File: src/rtl/lbp_stream_engine.sv
// rtl/lbp_stream_engine.sv - streaming 3x3 LBP engine: one gray read and one LBP write per cycle.
// Define LBP_RIU2_EN to emit rotation-invariant uniform codes (0..9) instead of raw 8-bit codes.
module lbp_stream_engine #(
   parameter int IMG_W  = 128,
   parameter int IMG_H  = 128,
   parameter int PIX_W  = 8,
   parameter int ADDR_W = 14
) (
   input  logic              clk,
   input  logic              reset,
   input  logic              gray_ready,
   output logic              gray_req,
   output logic [ADDR_W-1:0] gray_addr,
   input  logic [PIX_W-1:0]  gray_data,
   output logic              lbp_valid,
   output logic [ADDR_W-1:0] lbp_addr,
   output logic [7:0]        lbp_data,
   output logic              finish
);

   localparam int N  = IMG_W * IMG_H;
   localparam int CW = $clog2(N + IMG_W + 3);
   localparam int XW = $clog2(IMG_W);
   localparam int YW = $clog2(IMG_H);
   localparam logic [CW-1:0]     C_LAST_RD = CW'(N - 1);
   localparam logic [CW-1:0]     C_GEN_LO  = CW'(IMG_W + 2);
   localparam logic [CW-1:0]     C_GEN_HI  = CW'(N + IMG_W + 1);
   localparam logic [ADDR_W-1:0] A_LAST    = ADDR_W'(N - 1);
   localparam logic [XW-1:0]     X_LAST    = XW'(IMG_W - 1);
   localparam logic [YW-1:0]     Y_LAST    = YW'(IMG_H - 1);

   typedef enum logic [1:0] {S_IDLE, S_READ, S_FLUSH, S_DONE} state_t;

   state_t              r_state, w_next;
   logic [CW-1:0]       r_cyc;
   logic                r_vld_d;
   logic [ADDR_W-1:0]   r_k;
   logic [XW-1:0]       r_col;
   logic [YW-1:0]       r_row;
   logic                r_lbp_valid;
   logic [ADDR_W-1:0]   r_lbp_addr;
   logic [7:0]          r_lbp_data;
   logic                r_finish;
   logic [PIX_W-1:0]    r_sr [2*IMG_W+2];

   logic                w_run, w_gen, w_last_wr, w_border;
   logic [7:0]          w_raw, w_code;
   logic [PIX_W-1:0]    w_c;

   assign w_run     = (r_state == S_READ) || (r_state == S_FLUSH);
   // Cycle c of a frame produces output k = c-(IMG_W+2), with pixel j = c-1 on gray_data.
   assign w_gen     = w_run && (r_cyc >= C_GEN_LO) && (r_cyc <= C_GEN_HI);
   assign w_last_wr = r_lbp_valid && (r_lbp_addr == A_LAST);

   always_comb begin
      w_next = r_state;
      case (r_state)
         S_IDLE:  if (gray_ready)         w_next = S_READ;
         S_READ:  if (r_cyc == C_LAST_RD) w_next = S_FLUSH;
         S_FLUSH: if (w_last_wr)          w_next = S_DONE;
         default: w_next = S_DONE;
      endcase
   end

   always_ff @(posedge clk) begin
      if (reset) begin
         r_state     <= S_IDLE;
         r_cyc       <= '0;
         r_vld_d     <= 1'b0;
         r_k         <= '0;
         r_col       <= '0;
         r_row       <= '0;
         r_lbp_valid <= 1'b0;
         r_lbp_addr  <= '0;
         r_lbp_data  <= '0;
         r_finish    <= 1'b0;
      end else begin
         r_state     <= w_next;
         r_vld_d     <= gray_req;
         r_cyc       <= w_run ? r_cyc + 1'b1 : '0;
         r_lbp_valid <= w_gen;
         if (r_state == S_IDLE) begin
            r_k   <= '0;
            r_col <= '0;
            r_row <= '0;
         end else if (w_gen) begin
            r_lbp_addr <= r_k;
            r_lbp_data <= w_code;
            if (r_k != A_LAST) r_k <= r_k + 1'b1;
            if (r_col == X_LAST) begin
               r_col <= '0;
               if (r_row != Y_LAST) r_row <= r_row + 1'b1;
            end else begin
               r_col <= r_col + 1'b1;
            end
         end
         if ((r_state == S_FLUSH) && w_last_wr) r_finish <= 1'b1;
      end
   end

   // r_sr[i] holds pixel j-1-i; contents are don't-care until the window fills.
   always_ff @(posedge clk) begin
      if (r_vld_d) begin
         r_sr[0] <= gray_data;
         for (int i = 1; i < 2*IMG_W+2; i++) r_sr[i] <= r_sr[i-1];
      end
   end

   assign w_c = r_sr[IMG_W];
   assign w_raw = {gray_data         >= w_c,
                   r_sr[0]           >= w_c,
                   r_sr[1]           >= w_c,
                   r_sr[IMG_W-1]     >= w_c,
                   r_sr[IMG_W+1]     >= w_c,
                   r_sr[2*IMG_W-1]   >= w_c,
                   r_sr[2*IMG_W]     >= w_c,
                   r_sr[2*IMG_W+1]   >= w_c};

   assign w_border = (r_row == '0) || (r_row == Y_LAST) || (r_col == '0) || (r_col == X_LAST);

`ifdef LBP_RIU2_EN
   logic [7:0] w_seq, w_trans;
   // Circular order TL,T,TR,R,BR,B,BL,L from bit 0 upward.
   assign w_seq   = {w_raw[3], w_raw[5], w_raw[6], w_raw[7], w_raw[4], w_raw[2], w_raw[1], w_raw[0]};
   assign w_trans = w_seq ^ {w_seq[0], w_seq[7:1]};
   assign w_code  = w_border ? 8'd0 :
                    ($countones(w_trans) <= 2) ? 8'($countones(w_raw)) : 8'd9;
`else
   assign w_code  = w_border ? 8'd0 : w_raw;
`endif

   assign gray_req  = (r_state == S_READ);
   assign gray_addr = gray_req ? ADDR_W'(r_cyc) : '0;
   assign lbp_valid = r_lbp_valid;
   assign lbp_addr  = r_lbp_addr;
   assign lbp_data  = r_lbp_data;
   assign finish    = r_finish;

endmodule

File: config.mk
export PLATFORM = sky130hd
export DESIGN_NAME = lbp_stream_engine
export DESIGN_NICKNAME = d
export VERILOG_FILES = /design/src/rtl/lbp_stream_engine.sv
export SDC_FILE = /design/constraint.sdc
export NUM_CORES = 1
export LEC_CHECK = 0
export CORE_ASPECT_RATIO = 0.9
export CORE_MARGIN = 5
export CORE_UTILIZATION = 25
export DETAILED_ROUTE_END_ITERATION = 10
export PLACE_DENSITY = 0.38
export RECOVER_POWER = 25
export SETUP_SLACK_MARGIN = 0.05
export SYNTH_ARGS = -nofsm -noshare
export SYNTH_HDL_FRONTEND = slang
export SYNTH_SLANG_ARGS = --single-unit
File: constraint.sdc
create_clock -name clk -period 53.8 [get_ports clk]
set_input_delay 10.76 -clock clk [delete_from_list [all_inputs] [get_ports clk]]
set_output_delay 10.76 -clock clk [all_outputs]
set_load 0.03 [all_outputs]
Yosys cells after proc, flatten, opt, wreduce, memory -nomap -nowiden
Memory sizes are Yosys's and may differ from the RTL's. Cells that the tools add are included.

Flip-flop bits (word level): 70. Memories kept: 1. Output and inout port bits: 39. RAM bits: 2064. Input port bits: 11.

Reductions and logical operators: 17. Eq/ne operators: 11. Order comparisons: 10. Bitwise logic cells: 2. Add/sub/neg operators: 4. Mux-type cells: 9.

Memory list: r_sr (words 258, width 8, read ports 258, clocked after memory_dff 0, wr ports 258, line 44) `logic [PIX_W-1:0] r_sr [2*IMG_W+2];`.

Operator list (count): >= comparator 8 bit (8); adder 15 x 1 -> 15 bit, second input constant (1); equality test 15 x 14 -> 1 bit, second input constant (1); >= comparator 15 x 8 -> 1 bit, second input constant (1); less-or-equal comparator 15 bit, second input constant (1); adder 14 x 1 -> 14 bit, second input constant (1); adder 7 x 1 -> 7 bit, second input constant (2); equality test 14 bit, second input constant (1); equality test 7 bit, second input constant (2); zero test 7 bit (2); 2-to-1 mux 14 bit (1); != test 14 bit, second input constant (1); 2-to-1 mux 8 bit (1); 2-to-1 mux 7 bit (1); != test 7 bit, second input constant (1); 2-to-1 mux 2 bit (3); one-hot mux 2 bit (3 select lines) (1); AND reduction 3 bit (2); logical AND 1 bit (4); logical OR 1 bit (4); != test 2 bit, second input constant (2); AND reduction 2 bit (2); OR reduction 2 bit (2); equality test 2 x 1 -> 1 bit, second input constant (1); other kinds (5) (7).

Longest topological paths before layout
Gate-level depths: netlist (run 1).

Word-level depth: 5. Mapped depth: 10.

Worst setup path before layout (run 1)
No wires, ideal clock.

Path type: flip-flop to flip-flop. Start point: register r_vld_d. End point: memory r_sr[0][0] (enable). Period minus slack after synthesis: 48.247 ns. Data arrival time: 45.578 ns. Required time: 51.131 ns. Path buffers: 0. Path slack: 5.553 ns. Cell stages (with the launch flop): 1. Path through: dfxtp_1.

RTL lines: start: declaration (line 36) `logic r_vld_d;`; start signal: assignment (line 79) `r_vld_d <= gray_req;`; end: declaration (line 44).

Worst setup path in the final report (run 1)
Start point: register r_state[1]. End point: output port gray_addr[5].

Word-level cells in the longest chain between the ends: 2.

RTL lines: start: declaration (line 34) `state_t r_state, w_next;`; start signal: assignment (line 78) `r_state <= w_next;`; equality test 2 x 1 -> 1 bit (line 132) `assign gray_req = (r_state == S_READ);`; 2-to-1 mux 14 bit (line 133) `assign gray_addr = gray_req ? ADDR_W'(r_cyc) : '0;`; end: declaration (line 13) `output logic [ADDR_W-1:0] gray_addr,`.

Every way passes these cells.

==> results.yml, run 1 <==
status:
  outcome: "complete, no violations"
synth:
  post_synth_inst_count: 2587
  asyncSetResetFlopFracSynth: 0
  synth-edff-count: 2064
  synth-warning-count: 0
  post_synth_instance_area_um2: 66570
  count_of_state_elements_after_synthesis: 2134
  ys_seq_area_frac: 0.9521
  ys_types: 54
  post_synth_net_total: 2675
  post_synth.cell_area_avg_um2: 25.73
  postSynth.topFlopCell: "edfxtp_1"
timing:
  final-hold-violation-count: 0
  min_period_ps: 13770
  timing_worst_slew_pin_value_ps: 1109
  rsz0062_at_grt: "no"
  timing_max_transition_violations_final: 0
  post_route_worst_setup_slack_ps: 40030
  sum_of_negative_setup_slack_ps: 0
  slew-limit-headroom: 0.2604
  finalHoldWorstSlack_ps: 384.6
  clock_skew_ps: 70.84
  finalSetupViolCount: 0
  finalCritPeriodShare: 0.2559
  fmaxAchievable_mhz: 72.62
grt:
  global_route.usage.total: 0.06424
  number_of_antenna_violations_at_the_first_check_in_global_routing: 5
  grt_remaining_overflow: 0
  grt_pass1_vias: 23720
  largest_net_degree_at_the_start_of_global_routing: 193
  wire_length_of_the_first_global_routing_pass_um: 142400
clock_tree:
  cts-hold-fix-buffers: 0
  clkLatencyLatePin_ps: 840
  largest_buffer_count_on_any_clock_path: 3
  clock_root_buffer: "clkbuf_16"
  path_clk_slew_ps: 60
  cts.htree.levels: 4
  post_cts_resized: 0
  cts.repair_timing.setup_buffer_count: 0
  cts_tree: "yes"
  number_of_cts_inserted_buffers: 221
  clock-sinks: 2134
placed_design:
  placement.setup.worst_slack_ps: 40750
  postPlaceCellArea_um2: 71650
  dp.cells: 6179
  place.gp.congestion: 0.6511
  port_buffers: 49
  dp_hpwl_um: 42160
worst_setup_path:
  required_time_at_the_worst_slack_endpoint_ps: 43040
  crit_type: "reg2out"
  crit_path_cell_trace: "inv_1, ha_1, and2_1, clkdlybuf4s50_1"
  timing.rr.start: "r_vld_d$_SDFF_PP0_"
  worstPathMaxFanout: 17
  startpoint_type: "flip-flop"
  crit_arrival_ps: 3010
  cp-end-kind: "primary output"
  slowest_stage: "clkdlybuf4s50_1"
  crit_path_max_incr_delay_ps: 770
  reg2reg_to: "r_sr[120][7]$_DFFE_PP_"
  r2r_cells: 5
  ff2ff_setup_slack_ps: 48230
route:
  first_pass_iters: 6
  highest-signal-layer: "met4"
  dr_total_vias: 23990
  m1WireLength_um: 49820
  average_vias_per_placed_instance: 3.638
  wl_met2_um: 36030
  post_drt_wl_per_cell_um: 14.14
  antenna_violating_nets_post_route: 0
  detail_route.wirelength_um: 93230
  drc_errors: 0
  met3_wirelength_um: 4699
  dr.first_iter.drc_count: 2064
min_path:
  hold_start: "r_sr[253][5]$_DFFE_PP_"
  whs_path_depth: 0
  hp-class: "reg2reg"
  min_delay_worst_endpoint: "r_sr[254][5]$_DFFE_PP_"
finish:
  final_util: 0.2981
  final_layout_size_suffix_gt1_frac: 0.1126
  area_growth_syn_to_layout_pct: 18.56
  layout.nets: 2961
  layoutNonFillerInstCount: 6594
  finish.instance_area_um2: 78920
floorplanning:
  die_width_um: 553.9
  ioPinCount: 50
  placementRows: 179
  floorplan.core_area_um2: 264700
  die_height_um: 499.5
  initial_util: 0.2515
  die_area_um2: 276700
power_and_ir_drop:
  power_leakage_nw: 19.05
  totalPowerFinal_mw: 3.647
  power-per-cell-area_nw_per_um2: 46.21
  power.ir.vdd_worst_uv: 28.98
flow_run:
  cap_viol_max_count: 0
==> critical path, delay by kind of cell (launching register included) <==
family                   cells  cell delay (ps)
flip-flops                   1              330
AND/OR/NAND/NOR              1              460
adder cells (fa/ha/maj)      1              500
buffers and inverters        2              890
==> flip-flops by register name, summed over array words and instances (netlist names) <==
name / count
r_sr: 2064
r_cyc: 15
lbp_addr: 14
r_k: 14
lbp_data: 8
r_col: 7
r_row: 7
r_state: 2
finish: 1
lbp_valid: 1
r_vld_d: 1
==> final cells by class <==
cell class,instances,area (µm²)
fillers,25540,185800
flip-flops and latches,2134,63380
clock buffers,265,5695
well taps,3529,4415
multi-input cells,401,2955
clock inverters,149,1574
repair buffers,77,750.7
inverters,38,142.6
diodes,1,2.502
==> logic make-up (layout without fill, tap and decap cells) <==
| group | count (synthesis) | after routing | synth area share |
|---|---|---|---|
| DFF | 2134 | 2134 | 0.9521 |
| adders and majority gates | 77 | 77 | 0.01447 |
| buffers and inverters | 52 | 529 | 0.003459 |
| xor gates and xnor gates | 15 | 15 | 0.001974 |
| AOI/OAI and AO/OA | 110 | 110 | 0.01109 |
| muxes | 20 | 20 | 0.003007 |
| and+or+nand+nor | 179 | 179 | 0.01385 |
| other | 0 | 1 | 0 |
==> worst max path at each step <==
stage                             from              endpoint  slack [ps]  depth (start not counted)
6_report       r_state[1]$_SDFFE_PP0P_          gray_addr[5]       40030                          4
5_1_grt        r_state[1]$_SDFFE_PP0P_          gray_addr[4]       39700                          4
3_5_place_dp   r_state[1]$_SDFFE_PP0P_          gray_addr[4]       40750                          4
3_3_place_gp   r_state[1]$_SDFFE_PP0P_          gray_addr[4]       40770                          4
2_1_floorplan       r_vld_d$_SDFF_PP0_  r_sr[0][0]$_DFFE_PP_        5550                          0
4_1_cts        r_state[1]$_SDFFE_PP0P_          gray_addr[4]       39760                          4
==> power by group <==
part / total [mW] / switching (mW) / internal (mW)
logic: 0.167 / 0.153 / 0.0139
registers: 1.97 / 0.0159 / 1.95
clock network: 1.51 / 0.641 / 0.869
==> per-layer routing <==
metal	track usage	up-vias
met4	0.02508	0
met5	0	-
met3	0.01988	225
met2	0.08181	335
li1	-	10990
met1	0.09973	12440
==> placed cells by master (no fill, tap or decap), types with 19 or more instances in the layout <==
master	netlist	final
a21oi_1	30	30
buf_4	1	24
bufinv_16	0	23
clkbuf_1	7	44
clkbuf_16	0	221
clkdlybuf4s50_1	0	49
clkinv_1	0	67
clkinv_2	0	35
dfxtp_1	70	69
edfxtp_1	2064	2064
ha_1	77	77
inv_1	38	38
mux2i_1	20	20
nand2_1	19	19
nand3_1	24	24
nor2_1	64	64
o21ai_0	26	26
==> cell usage after synthesis (all sizes together), types with 4 or more instances <==
master | count | area, µm²
a2111oi | 8 | 70.07
a21oi | 30 | 150.1
a22o | 8 | 70.07
and2 | 14 | 88.84
and3 | 6 | 38.79
buf | 5 | 46.29
clkbuf | 8 | 31.28
dfxtp | 70 | 1401
edfxtp | 2064 | 61980
ha | 77 | 963.4
inv | 38 | 142.6
mux2i | 20 | 200.2
nand2 | 19 | 71.32
nand3 | 25 | 130.1
nand4 | 11 | 68.82
nor2 | 64 | 240.2
nor4 | 4 | 25.02
o211ai | 13 | 97.59
o21a | 9 | 67.56
o21ai | 27 | 146.4
or3 | 15 | 100.1
or4 | 9 | 71.32
xnor2 | 5 | 43.79
xor2 | 10 | 87.58
Note: power is estimated with default switching activity, not from simulation.
==> run 2, diff against run 1 <==
Clock period 53.8 ns to 14.05 ns, I/O delays scaled along.
==> run 2 against run 1 <==
Critical path depth unchanged. Cell count decreased by 0.21%. Core utilization decreased by 0.14 points. Largest cell class unchanged. Critical endpoint is now gray_addr[6]. Count of clock-buffer cells in the layout increased by 5. Sequential power increased to 3.8 times the previous value.
==> results.yml, run 2 (same netlist as run 1, synthesis figures left out) <==
floorplanning:
  placementRows: 179
  die_width_um: 553.9
  die_area_um2: 276700
  die_height_um: 499.5
  initial_util: 0.2515
  ioPinCount: 50
  floorplan.core_area_um2: 264700
route:
  dr.first_iter.drc_count: 2218
  detail_route.wirelength_um: 95750
  dr_total_vias: 24100
  drc_errors: 0
  antenna_violating_nets_post_route: 0
  average_vias_per_placed_instance: 3.662
  first_pass_iters: 5
  post_drt_wl_per_cell_um: 14.55
placed_design:
  place.gp.congestion: 0.6419
  dp_hpwl_um: 44530
  port_buffers: 49
clock_tree:
  clkLatencyLatePin_ps: 850
  clock_root_buffer: "clkbuf_16"
  cts_tree: "yes"
  cts-hold-fix-buffers: 0
  cts.repair_timing.setup_buffer_count: 0
  path_clk_slew_ps: 60
  cts.htree.levels: 4
  clock-sinks: 2134
  number_of_cts_inserted_buffers: 225
  largest_buffer_count_on_any_clock_path: 4
  post_cts_resized: 0
flow_run:
  cap_viol_max_count: 0
grt:
  grt_pass1_vias: 23860
  global_route.usage.total: 0.06579
  wire_length_of_the_first_global_routing_pass_um: 145200
  largest_net_degree_at_the_start_of_global_routing: 190
  number_of_antenna_violations_at_the_first_check_in_global_routing: 8
  grt_remaining_overflow: 0
timing:
  rsz0062_at_grt: "no"
  finalSetupViolCount: 0
  clock_skew_ps: 68.49
  finalCritPeriodShare: 0.4155
  fmaxAchievable_mhz: 171.3
  sum_of_negative_setup_slack_ps: 0
  min_period_ps: 5837
  timing_max_transition_violations_final: 0
  timing_worst_slew_pin_value_ps: 1080
  slew-limit-headroom: 0.2799
  final-hold-violation-count: 0
  finalHoldWorstSlack_ps: 374.5
worst_setup_path:
  startpoint_type: "flip-flop"
  crit_type: "reg2out"
  critical_path.endpoint: "gray_addr[6]"
  worstPathMaxFanout: 17
  ff2ff_setup_slack_ps: 9470
  cp-end-kind: "primary output"
  timing.critical_path.from: "r_state[1]$_SDFFE_PP0P_"
  reg2reg_to: "r_sr[255][5]$_DFFE_PP_"
  required_time_at_the_worst_slack_endpoint_ps: 11240
  timing.rr.start: "r_vld_d$_SDFF_PP0_"
  crit_arrival_ps: 3030
  r2r_cells: 4
finish:
  mostFrequentLayoutCells: "2064 x edfxtp_1, 227 x clkbuf_16, 77 x ha_1, 70 x clkinv_1, 69 x dfxtp_1"
  max_flop_register: "r_sr"
  reg.largest.list: "r_sr (2064), r_cyc (15)"
  layout_commonest_cell: "edfxtp_1"
  fillers: 25600
  multi_input_comb_area_um2: 2960
  area_growth_syn_to_layout_pct: 18.01
  area.sequential_um2: 63380
  layout.nets: 2961
  largest_reg_flops: 2064
  final_layout_size_suffix_gt1_frac: 0.1082
power_and_ir_drop:
  power_leakage_nw: 18.88
  power-per-cell-area_nw_per_um2: 175.1
  totalPowerFinal_mw: 13.76
  power.ir.vdd_worst_uv: 103.6
min_path:
  hp-class: "reg2reg"
status:
  outcome: "complete, no violations"
run 2: cell count changes in the layout (fill, tap and decap cells not counted), moves of 2 or more:
cell | before | now
inv_8 | 0 | 2
clkinv_16 | 10 | 1
clkbuf_16 | 221 | 227
clkinv_8 | 4 | 1
clkinvlp_4 | 6 | 8
buf_4 | 24 | 16
clkinv_1 | 67 | 70
buf_12 | 4 | 8
bufinv_16 | 23 | 14
run 2: through the flow:
stage | instances | cell area, µm² | utilization | setup slack [ps]
floorplan | 2587 | 66570 | - | -864.8
global placement | 6175 | 71670 | 0.2707 | 8993
detailed placement | 6175 | 71670 | 0.2707 | 8909
CTS | 6579 | 78560 | 0.2967 | 8023
global route | 6579 | 78560 | 0.2967 | 7954
finish | 6580 | 78560 | 0.2968 | 8213
run 2: worst max-delay path, cell delays in order, from the launching register on:
cell and delay [ps]:
dfxtp_1 320, inv_1 120, ha_1 760, and2_2 290, clkdlybuf4s50_1 670
run 2: where the power goes:
| group | total [mW] | internal, mW | switching [mW] |
|---|---|---|---|
| combinational | 0.649 | 0.0573 | 0.592 |
| clock | 5.56 | 3.20 | 2.36 |
| sequential | 7.54 | 7.48 | 0.0643 |
| total | 13.8 | 10.7 | 3.02 |
run 2: how the worst min path moves through the flow:
stage                     slack [ps]  cells after the start                      to                   start
after floorplan                  400                      0  r_sr[100][0]$_DFFE_PP_   r_sr[99][0]$_DFFE_PP_
after global placement           400                      0   r_sr[37][4]$_DFFE_PP_   r_sr[36][4]$_DFFE_PP_
after detailed placement         400                      0  r_sr[107][3]$_DFFE_PP_  r_sr[106][3]$_DFFE_PP_
after CTS                        360                      0   r_sr[77][7]$_DFFE_PP_   r_sr[76][7]$_DFFE_PP_
after global routing             360                      0   r_sr[60][7]$_DFFE_PP_   r_sr[59][7]$_DFFE_PP_
final                            370                      0   r_sr[77][7]$_DFFE_PP_   r_sr[76][7]$_DFFE_PP_
run 2: per-layer routing:
| layer | GRT usage | wire length [µm] | share of wire | up-vias |
|---|---|---|---|---|
| met4 | 0.02649 | 3150 | 0.033 | 0 |
| met5 | 0 | 0 | 0 | - |
| li1 | - | - | - | 11010 |
| met3 | 0.01836 | 4634 | 0.048 | 224 |
| met2 | 0.08413 | 37000 | 0.39 | 370 |
| met1 | 0.1028 | 50960 | 0.53 | 12490 |
run 2: final cells by class:
class / count / share of cell area
antenna: 1 / 0.00003185
clock buffer: 270 / 0.07436
clock inverter: 134 / 0.01324
inverter: 38 / 0.001816
multi-input combinational: 401 / 0.03768
sequential: 2134 / 0.8069
tap: 3529 / 0.05621
timing repair buffer: 73 / 0.009811
